$ cat src/rtl/lsu_req_queue_if.sv
// lsu_req_queue_if: SRAM-like data bus (req/addr_ok/data_ok) between the LSU and memory.
interface lsu_req_queue_if #(parameter int ADDR_W = 32);
  logic              data_sram_req;
  logic              data_sram_wr;
  logic [1:0]        data_sram_size;
  logic [3:0]        data_sram_wstrb;
  logic [ADDR_W-1:0] data_sram_addr;
  logic [31:0]       data_sram_wdata;
  logic              data_sram_addr_ok;
  logic              data_sram_data_ok;
  logic [31:0]       data_sram_rdata;
  modport master (
    output data_sram_req, data_sram_wr, data_sram_size, data_sram_wstrb, data_sram_addr, data_sram_wdata,
    input  data_sram_addr_ok, data_sram_data_ok, data_sram_rdata
  );
  modport slave (
    input  data_sram_req, data_sram_wr, data_sram_size, data_sram_wstrb, data_sram_addr, data_sram_wdata,
    output data_sram_addr_ok, data_sram_data_ok, data_sram_rdata
  );
endinterface

$ cat src/rtl/lsu_req_queue.sv
// lsu_req_queue: load/store request formatter with an in-order outstanding-request queue.
// Optional LSU_STAT_EN adds load/store/stall statistics counters.
module lsu_req_queue #(
  parameter int DEPTH  = 2,
  parameter int ADDR_W = 32,
  parameter int TAG_W  = 5
) (
  input  logic              clk,
  input  logic              reset,
  input  logic              in_valid_i,
  output logic              in_ready_o,
  input  logic [2:0]        in_op_i,
  input  logic [ADDR_W-1:0] in_addr_i,
  input  logic [31:0]       in_wdata_i,
  input  logic [TAG_W-1:0]  in_tag_i,
  output logic              in_ale_o,
  input  logic              flush_i,
  lsu_req_queue_if.master   bus,
  output logic              resp_valid_o,
  input  logic              resp_ready_i,
  output logic [31:0]       resp_data_o,
  output logic [TAG_W-1:0]  resp_tag_o,
  output logic              resp_is_store_o,
  output logic              busy_o
`ifdef LSU_STAT_EN
  ,
  output logic [31:0]       stat_ld_cnt_o,
  output logic [31:0]       stat_st_cnt_o,
  output logic [31:0]       stat_stall_cnt_o
`endif
);
  localparam int PW = DEPTH > 1 ? $clog2(DEPTH) : 1;
  localparam int CW = $clog2(DEPTH + 1);
  logic [2:0]       op_q   [DEPTH];
  logic [1:0]       off_q  [DEPTH];
  logic [TAG_W-1:0] tag_q  [DEPTH];
  logic [31:0]      data_q [DEPTH];
  logic [DEPTH-1:0] vld_q, vld_d, done_q, done_d, disc_q, disc_d;
  logic [PW-1:0]    wptr_q, wptr_d, fptr_q, fptr_d, rptr_q, rptr_d;
  logic [CW-1:0]    count_q, count_d, pend_q, pend_d;
  logic is_st, is_w, is_h, req, accept, fill, pop, h_vld, h_done, h_disc;
  logic [2:0]  f_op;
  logic [1:0]  f_off;
  logic [7:0]  f_b;
  logic [15:0] f_h;
  logic [31:0] fill_data;
  function automatic logic [PW-1:0] nxt(input logic [PW-1:0] p);
    return p == PW'(DEPTH - 1) ? '0 : p + 1'b1;
  endfunction
  always_comb begin
    is_st    = in_op_i[2] & |in_op_i[1:0];
    is_w     = in_op_i == 3'd4 || in_op_i == 3'd7;
    is_h     = in_op_i == 3'd2 || in_op_i == 3'd3 || in_op_i == 3'd6;
    in_ale_o = in_valid_i & (is_w & |in_addr_i[1:0] | is_h & in_addr_i[0]);
    req      = in_valid_i & ~in_ale_o & ~flush_i & (count_q != CW'(DEPTH));
    accept   = req & bus.data_sram_addr_ok;
    in_ready_o = accept | in_ale_o;
    bus.data_sram_req   = req;
    bus.data_sram_wr    = is_st;
    bus.data_sram_size  = is_w ? 2'd2 : is_h ? 2'd1 : 2'd0;
    bus.data_sram_wstrb = ~is_st ? 4'b0000 : is_w ? 4'b1111 :
                          is_h ? (in_addr_i[1] ? 4'b1100 : 4'b0011) : 4'b0001 << in_addr_i[1:0];
    bus.data_sram_addr  = in_addr_i;
    bus.data_sram_wdata = is_w ? in_wdata_i : is_h ? {2{in_wdata_i[15:0]}} : {4{in_wdata_i[7:0]}};
  end
  // Load data is extracted from the lane selected by the entry's stored address offset.
  always_comb begin
    f_op  = op_q[fptr_q];
    f_off = off_q[fptr_q];
    f_b   = 8'(bus.data_sram_rdata >> {f_off, 3'b000});
    f_h   = f_off[1] ? bus.data_sram_rdata[31:16] : bus.data_sram_rdata[15:0];
    fill_data = f_op == 3'd0 ? {{24{f_b[7]}}, f_b} : f_op == 3'd1 ? {24'b0, f_b} :
                f_op == 3'd2 ? {{16{f_h[15]}}, f_h} : f_op == 3'd3 ? {16'b0, f_h} :
                f_op == 3'd4 ? bus.data_sram_rdata : 32'b0;
    fill   = bus.data_sram_data_ok & (pend_q != '0);
    h_vld  = vld_q[rptr_q];
    h_done = done_q[rptr_q];
    h_disc = disc_q[rptr_q];
    resp_valid_o    = h_vld & h_done & ~h_disc;
    pop             = h_vld & h_done & (h_disc | resp_ready_i);
    resp_data_o     = data_q[rptr_q];
    resp_tag_o      = tag_q[rptr_q];
    resp_is_store_o = op_q[rptr_q][2] & |op_q[rptr_q][1:0];
    busy_o          = count_q != '0;
  end
  always_comb begin
    wptr_d  = accept ? nxt(wptr_q) : wptr_q;
    fptr_d  = fill ? nxt(fptr_q) : fptr_q;
    rptr_d  = pop ? nxt(rptr_q) : rptr_q;
    count_d = count_q + CW'(accept) - CW'(pop);
    pend_d  = pend_q + CW'(accept) - CW'(fill);
    vld_d   = vld_q;
    done_d  = done_q;
    disc_d  = flush_i ? disc_q | vld_q : disc_q;
    if (fill) done_d[fptr_q] = 1'b1;
    if (accept) begin
      vld_d[wptr_q]  = 1'b1;
      done_d[wptr_q] = 1'b0;
      disc_d[wptr_q] = 1'b0;
    end
    if (pop) begin
      vld_d[rptr_q]  = 1'b0;
      done_d[rptr_q] = 1'b0;
      disc_d[rptr_q] = 1'b0;
    end
  end
  always_ff @(posedge clk) begin
    if (reset) begin
      wptr_q  <= '0;
      fptr_q  <= '0;
      rptr_q  <= '0;
      count_q <= '0;
      pend_q  <= '0;
      vld_q   <= '0;
      done_q  <= '0;
      disc_q  <= '0;
    end else begin
      wptr_q  <= wptr_d;
      fptr_q  <= fptr_d;
      rptr_q  <= rptr_d;
      count_q <= count_d;
      pend_q  <= pend_d;
      vld_q   <= vld_d;
      done_q  <= done_d;
      disc_q  <= disc_d;
      if (accept) begin
        op_q[wptr_q]  <= in_op_i;
        off_q[wptr_q] <= in_addr_i[1:0];
        tag_q[wptr_q] <= in_tag_i;
      end
      if (fill) data_q[fptr_q] <= fill_data;
    end
  end
`ifdef LSU_STAT_EN
  always_ff @(posedge clk) begin
    if (reset) begin
      stat_ld_cnt_o    <= '0;
      stat_st_cnt_o    <= '0;
      stat_stall_cnt_o <= '0;
    end else begin
      stat_ld_cnt_o    <= stat_ld_cnt_o + 32'(accept & ~is_st);
      stat_st_cnt_o    <= stat_st_cnt_o + 32'(accept & is_st);
      stat_stall_cnt_o <= stat_stall_cnt_o + 32'(req & ~bus.data_sram_addr_ok);
    end
  end
`endif
endmodule

$ cat src/flat_wrapper.sv
// flat-port wrapper written by rule: the top's interface ports become plain ports
module lsu_req_queue_flat 
#(
  parameter int DEPTH  = 2,
  parameter int ADDR_W = 32,
  parameter int TAG_W  = 5
)
  (clk, reset, in_valid_i, in_ready_o, in_op_i, in_addr_i, in_wdata_i, in_tag_i, in_ale_o, flush_i, resp_valid_o, resp_ready_i, resp_data_o, resp_tag_o, resp_is_store_o, busy_o, bus_data_sram_req, bus_data_sram_wr, bus_data_sram_size, bus_data_sram_wstrb, bus_data_sram_addr, bus_data_sram_wdata, bus_data_sram_addr_ok, bus_data_sram_data_ok, bus_data_sram_rdata);
  lsu_req_queue_if #(.ADDR_W(ADDR_W)) bus_i ();
  input  logic clk;
  input  logic reset;
  input  logic in_valid_i;
  output logic in_ready_o;
  input  logic [2:0] in_op_i;
  input  logic [ADDR_W-1:0] in_addr_i;
  input  logic [31:0] in_wdata_i;
  input  logic [TAG_W-1:0] in_tag_i;
  output logic in_ale_o;
  input  logic flush_i;
  output logic resp_valid_o;
  input  logic resp_ready_i;
  output logic [31:0] resp_data_o;
  output logic [TAG_W-1:0] resp_tag_o;
  output logic resp_is_store_o;
  output logic busy_o;
  output wire logic [$bits(bus_i.data_sram_req)-1:0] bus_data_sram_req;
  output wire logic [$bits(bus_i.data_sram_wr)-1:0] bus_data_sram_wr;
  output wire logic [$bits(bus_i.data_sram_size)-1:0] bus_data_sram_size;
  output wire logic [$bits(bus_i.data_sram_wstrb)-1:0] bus_data_sram_wstrb;
  output wire logic [$bits(bus_i.data_sram_addr)-1:0] bus_data_sram_addr;
  output wire logic [$bits(bus_i.data_sram_wdata)-1:0] bus_data_sram_wdata;
  input wire logic [$bits(bus_i.data_sram_addr_ok)-1:0] bus_data_sram_addr_ok;
  input wire logic [$bits(bus_i.data_sram_data_ok)-1:0] bus_data_sram_data_ok;
  input wire logic [$bits(bus_i.data_sram_rdata)-1:0] bus_data_sram_rdata;
  assign bus_data_sram_req = bus_i.data_sram_req;
  assign bus_data_sram_wr = bus_i.data_sram_wr;
  assign bus_data_sram_size = bus_i.data_sram_size;
  assign bus_data_sram_wstrb = bus_i.data_sram_wstrb;
  assign bus_data_sram_addr = bus_i.data_sram_addr;
  assign bus_data_sram_wdata = bus_i.data_sram_wdata;
  assign bus_i.data_sram_addr_ok = bus_data_sram_addr_ok;
  assign bus_i.data_sram_data_ok = bus_data_sram_data_ok;
  assign bus_i.data_sram_rdata = bus_data_sram_rdata;
  lsu_req_queue #(.DEPTH(DEPTH), .ADDR_W(ADDR_W), .TAG_W(TAG_W)) u_core (.clk(clk), .reset(reset), .in_valid_i(in_valid_i), .in_ready_o(in_ready_o), .in_op_i(in_op_i), .in_addr_i(in_addr_i), .in_wdata_i(in_wdata_i), .in_tag_i(in_tag_i), .in_ale_o(in_ale_o), .flush_i(flush_i), .bus(bus_i), .resp_valid_o(resp_valid_o), .resp_ready_i(resp_ready_i), .resp_data_o(resp_data_o), .resp_tag_o(resp_tag_o), .resp_is_store_o(resp_is_store_o), .busy_o(busy_o));
endmodule
$ cat config.mk
export PLATFORM = sky130hd
export DESIGN_NAME = lsu_req_queue_flat
export DESIGN_NICKNAME = d
export VERILOG_FILES = /design/src/rtl/lsu_req_queue_if.sv /design/src/rtl/lsu_req_queue.sv /design/src/flat_wrapper.sv
export SDC_FILE = /design/constraint.sdc
export NUM_CORES = 1
export LEC_CHECK = 0
export BUFFER_PORTS_ARGS = -buffer_cell sky130_fd_sc_hd__buf_2
export CORE_MARGIN = 4
export CORE_UTILIZATION = 40
export CTS_CLUSTER_SIZE = 16
export DETAILED_ROUTE_END_ITERATION = 7
export PLACE_DENSITY = 0.68
export SYNTH_ARGS = -nofsm -noshare
export SYNTH_HDL_FRONTEND = slang
export SYNTH_SLANG_ARGS = --single-unit
$ cat constraint.sdc
create_clock -name clk -period 4.3 [get_ports clk]
set_input_delay 0.215 -clock clk [delete_from_list [all_inputs] [get_ports clk]]
set_output_delay 0.215 -clock clk [all_outputs]
set_load 0.02 [all_outputs]
Yosys cells after proc, flatten, opt, wreduce, memory -nomap -nowiden
Memories as Yosys holds them, arrays and structs flattened. A register that Yosys moved wholly into a read port is not among the register bits.
Index checks and enable logic that the tools add are counted.

word-level totals
  input bits = 111
  bits in registers = 13
  memory bits (writable) = 84
  output and inout port bits = 114
  memories = 4

memory list
  memory         words  bits a word  read ports  clocked after Yosys merged registers in  write ports  line                 RTL
  u_core.data_q  2      32           1           1                                        1            lsu_req_queue.sv:37  logic [31:0] data_q [DEPTH];
  u_core.tag_q   2      5            1           1                                        1            lsu_req_queue.sv:36  logic [TAG_W-1:0] tag_q [DEPTH];
  u_core.op_q    2      3            2           2                                        1            lsu_req_queue.sv:34  logic [2:0] op_q [DEPTH];
  u_core.off_q   2      2            1           1                                        1            lsu_req_queue.sv:35  logic [1:0] off_q [DEPTH];

operators by class
  muxes and demuxes = 53
  reduce and logical (&&, ||, !) cells = 12
  shifts and indexed selects = 2
  bitwise operators = 29
  equality and inequality tests = 10
  add/sub/neg operators = 7
  order comparisons = 6

operators with widths
  operator                                                                       number
  32-bit two-way mux                                                             7
  32-bit by 5-bit right shift with 8-bit output                                  1
  1-bit two-way mux                                                              29
  2-bit two-way mux                                                              9
  16-bit two-way mux                                                             1
  4-bit two-way mux                                                              4
  1-bit AND                                                                      13
  3-bit by 2-bit == test with 1-bit output (second input constant)               4
  3-bit == test (second input constant)                                          4
  2-bit AND                                                                      5
  1-bit by 2-bit less-than comparator with 1-bit output (second input constant)  3
  2-bit OR                                                                       3
  2-bit OR reduction                                                             3
  2-bit by 1-bit adder with 2-bit output                                         2
  2-bit inverter                                                                 2
  2-bit nonzero test                                                             2
  1-bit by 2-bit left shift with 4-bit output (first input constant)             1
  2-bit by 1-bit subtractor with 2-bit output                                    2
  1-bit adder (second input constant)                                            3
  1-bit demux with 1-bit select                                                  3
  3-bit by 1-bit == test with 1-bit output (second input constant)               1
  1-bit >= comparator (second input constant)                                    3
  1-bit logical AND                                                              3
  3-bit logical NOT                                                              1
  4 further kinds                                                                10

Longest topological paths before layout
  depth after elaboration = 14
  gate-level depth with buffers = 9
  depth with buffers taken out = 9

Least setup slack after synthesis
No wires, ideal clock.

  kind = register to register
  start point = register u_core.pend_q[1]
  end point = memory u_core.data_q[1][0], enable pin
  stages on the path, launching flop included = 3
  buffers on the path = 0
  clock period less this slack = 3.351 ns
  arrival = 2.884 ns
  setup slack = 0.949 ns
  library setup time = 0.468 ns
  cells stage by stage = dfxtp_1 > o21ai_0 > nor3b_1

on the way
  longest elaborated chain between the ends = 5

RTL lines
  element                                  line                  RTL
  from (decl)                              lsu_req_queue.sv:40   logic [CW-1:0] count_q, count_d, pend_q, pend_d;
  from (signal assigned)                   lsu_req_queue.sv:122  pend_q <= pend_d;
  2-bit nonzero test                       lsu_req_queue.sv:75   fill = bus.data_sram_data_ok & (pend_q != '0);
  1-bit AND                                lsu_req_queue.sv:75
  1-bit two-way mux                        lsu_req_queue.sv:131  if (fill) data_q[fptr_q] <= fill_data;
  1-bit two-way mux                        lsu_req_queue.sv:108  if (reset) begin
  1-bit two-way mux (not written as such)  lsu_req_queue.sv:131
  to (decl)                                lsu_req_queue.sv:37

Every way passes these cells.

Worst setup path after layout
  start point = input port in_op_i[1]
  end point = output port in_ready_o

on the way
  longest elaborated chain between the ends = 12
  elaborated cells between the ends (all ways) = 18
  classes of those cells = 5 x eq/ne; 10 x bitwise; 3 x reduce/logical

RTL lines
  element                                   line                 RTL
  from (decl)                               flat_wrapper.sv:14   input logic [2:0] in_op_i;
  3-bit by 2-bit == test with 1-bit output  lsu_req_queue.sv:53  is_h = in_op_i == 3'd2 || in_op_i == 3'd3 || in_op_i == 3'd6;
  1-bit logical OR (2 in a row)             lsu_req_queue.sv:53
  1-bit AND                                 lsu_req_queue.sv:54  in_ale_o = in_valid_i & (is_w & |in_addr_i[1:0] | is_h & in_addr_i[0]);
  1-bit OR *                                lsu_req_queue.sv:54
  1-bit AND *                               lsu_req_queue.sv:54
  1-bit inverter                            lsu_req_queue.sv:55  req = in_valid_i & ~in_ale_o & ~flush_i & (count_q != CW'(DEPTH));
  1-bit AND (3 in a row)                    lsu_req_queue.sv:55
  1-bit AND                                 lsu_req_queue.sv:56  accept = req & bus.data_sram_addr_ok;
  1-bit OR *                                lsu_req_queue.sv:57  in_ready_o = accept | in_ale_o;
  to (decl)                                 flat_wrapper.sv:13   output logic in_ready_o;

Every way passes the cells marked *; elsewhere a longest branch is shown, timed or not.

==> flow_summary.toml <==
[synthesis]
synthDistinctLibCells = 51
synth_top_cell_area_share_pct = 46.3
syn_inst = 486
yosysSeqAreaShare_pct = 51.8
async_flop_share_pct = 0
synth_area_leader_cell = "edfxtp_1"
synth-edff-count = 84
syn_avg_cell_area_um2 = 11.2
synth_ff_type = "edfxtp_1"
ys_ff_latch = 99
synth_area_um2 = 5450
ys_warn_count = 0
yosys-top-cells-area = "edfxtp_1, mux2_2, buf_4, dfxtp_1, o21ai_0"
syn-num-nets = 601

[worst_setup_path]
end_kind = "output port"
critPathSlowestCell = "inv_1"
path_buf_inv = 4
r2r_slack_ns = 2.04
slowest_delay_ns = 0.51
path_cells = "buf_2 -> inv_1 -> a21oi_1 -> o211ai_1 -> inv_1 -> or2_2 -> buf_2"
required_ns = 4.09
critPathKind = "in2out"
start_kind = "input pin"
worstPathMaxFanout = 36
crit_arrival_ns = 2.18
crit_family = "buffers and inverters"

[clock_network]
cts_tree = "done"
cts-root-buf = "clkbuf_16"
htreeDepth = 3
clockBufferDepth = 2
cts_setup_buffers = 0
clock_latency_ns = 0.33
cts_buffers = 9
clk_pin_slew_ns = 0.06
cts.sinks = 99
ctsResizeCount = 0
cts_hold_buf = 0

[routing]
totalWireLength_mm = 13.7
drt-wirelength-per-cell_um = 17.6
drc = 0
dr.pass1.iters = 5
viasPerCell = 5.35
drtIter0Drc = 234
antenna_left = 0
vias = 4173

[sta]
rsz0062_at_grt = "no"
final_max_slew_viol_count = 0
period_share_pct = 55.7
fin_crit_ns = 2.39
worst-slew-pin-transition_ns = 0.974
max_freq_ghz = 0.418
setup_viol_count_final = 0
whs_ns = 0.0748
final.setup_skew_ns = 0.00567
finalSetupTns_ns = 0
relSlewSlack_pct = 35.1
hold_viol_final = 0

[finish]
area_growth_pct = 17.3
nets = 714
num_antenna_cells = 0
drive_gt1_share_pct = 40.4
final_common_cell = "buf_2"
layout_common_cells = "buf_2, edfxtp_1, mux2_2"

[place]
io_buffers = 164
gp_congestion = 0.897
dpl.hpwl_mm = 10.0

[status]
status = "complete, no violations"

[power]
comb_power_share_pct = 24.7
pwr-share-clk_pct = 29.4
p_switching_mw = 0.775
netSwitchingFraction_pct = 29.3
peakVddDrop_mv = 0.206
seq_power_share_pct = 45.8
powerDensity_nw_per_um2 = 414
p_leak_nw = 2.66
p_int_mw = 1.87

[global_route]
grt_pass1_vias = 4001
antenna_found_initial = 0
grt_usage_pct = 17.0
grt_overflow_total = 0
grt_pass1_wl_mm = 21.2
grt_start_max_net_pins = 40

[floorplan]
dieWidth_um = 125
die_y_um = 125
std_cell_rows = 42
io_pins = 225
dieArea_um2 = 15500
core_um2 = 13300
initial_utilization_pct = 41.0

[hold_path]
hold_path.class = "in2reg"

[run]
cap_violations = 0
[area by class of cell]
| class | count | area, µm² |
|---|---|---|
| repair buffers | 169 | 858 |
| flip-flops and latches | 99 | 2820 |
| clock inverters | 7 | 68.8 |
| fillers | 1207 | 6910 |
| well taps | 176 | 220 |
| multi-input cells | 301 | 2120 |
| inverters | 19 | 71.3 |
| clock buffers | 9 | 225 |
[synth_stat cells (2+ instances only)]
library cell,n
buf_6,4
mux2i_1,4
a211o_1,2
buf_4,42
nor2_1,22
nand2b_1,7
xnor2_1,5
a21oi_1,31
o211ai_1,2
buf_2,2
edfxtp_1,84
mux2_2,46
clkbuf_1,19
a21o_1,18
xor2_1,2
dfxtp_1,15
ha_1,4
or2_2,2
nor2b_1,7
nand3_1,17
inv_1,18
o21a_1,2
a221o_1,14
nor3_1,7
and2_1,3
o21ai_0,34
nand2_1,38
a21boi_0,12
[worst paths after layout]
kind / startpoint / endpoint / depth (start not counted)
max: in_op_i[1] / in_ready_o / 7
min: in_tag_i[2] / u_core.tag_q[1][2] / 1
max reg2reg: flip-flop / u_core.data_q[1][6] / 3
min reg2reg: u_core.done_q[0] / u_core.done_q[0] / 2
[cells by family after synthesis]
family                     share of synthesized area [%]
xor gates and xnor gates                            1.13
DFF                                                 51.8
buffers and inverters                               9.42
and+or+nand+nor                                     10.2
muxes                                               10.9
adders and majority gates                          0.919
AOI/OAI and AO/OA                                   15.6
[routing by layer]
layer	up-vias	global-route usage, %	wire [µm]
li1	1965	-	-
met1	1964	22.5	5810
met2	214	26.6	6370
met3	30	5.23	1290
met4	0	5.54	252
met5	-	0	0
[power by group through the flow]
stage | Combinational, mW | Sequential, mW | Clock, mW
6_report | 0.654 | 1.21 | 0.779
3_3_place_gp | 0.638 | 1.23 | 0
2_1_floorplan | 0.535 | 1.21 | 0
3_5_place_dp | 0.653 | 1.23 | 0
5_1_grt | 0.715 | 1.22 | 0.847
4_1_cts | 0.657 | 1.21 | 0.802
[sequential cells by signal, indices dropped and copies added (netlist names), named ones only]
signal          count
u_core.data_q      64
u_core.tag_q       10
u_core.op_q         6
u_core.off_q        4
u_core.count_q      2
u_core.disc_q       2
u_core.done_q       2
u_core.pend_q       2
u_core.vld_q        2
u_core.fptr_q       1
u_core.rptr_q       1
u_core.wptr_q       1
[through the flow]
stage	cells	area (µm²)	worst slack [ns]	power, mW	utilization, %
global route	780	6390	1.67	2.78	48.0
detailed placement	764	6090	1.84	1.89	45.8
global placement	764	6090	1.98	1.87	45.8
floorplan	486	5450	0.949	1.74	-
finish	780	6390	1.91	2.64	48.0
CTS	780	6390	1.92	2.67	48.0
Power figures use the tool's default switching activity.
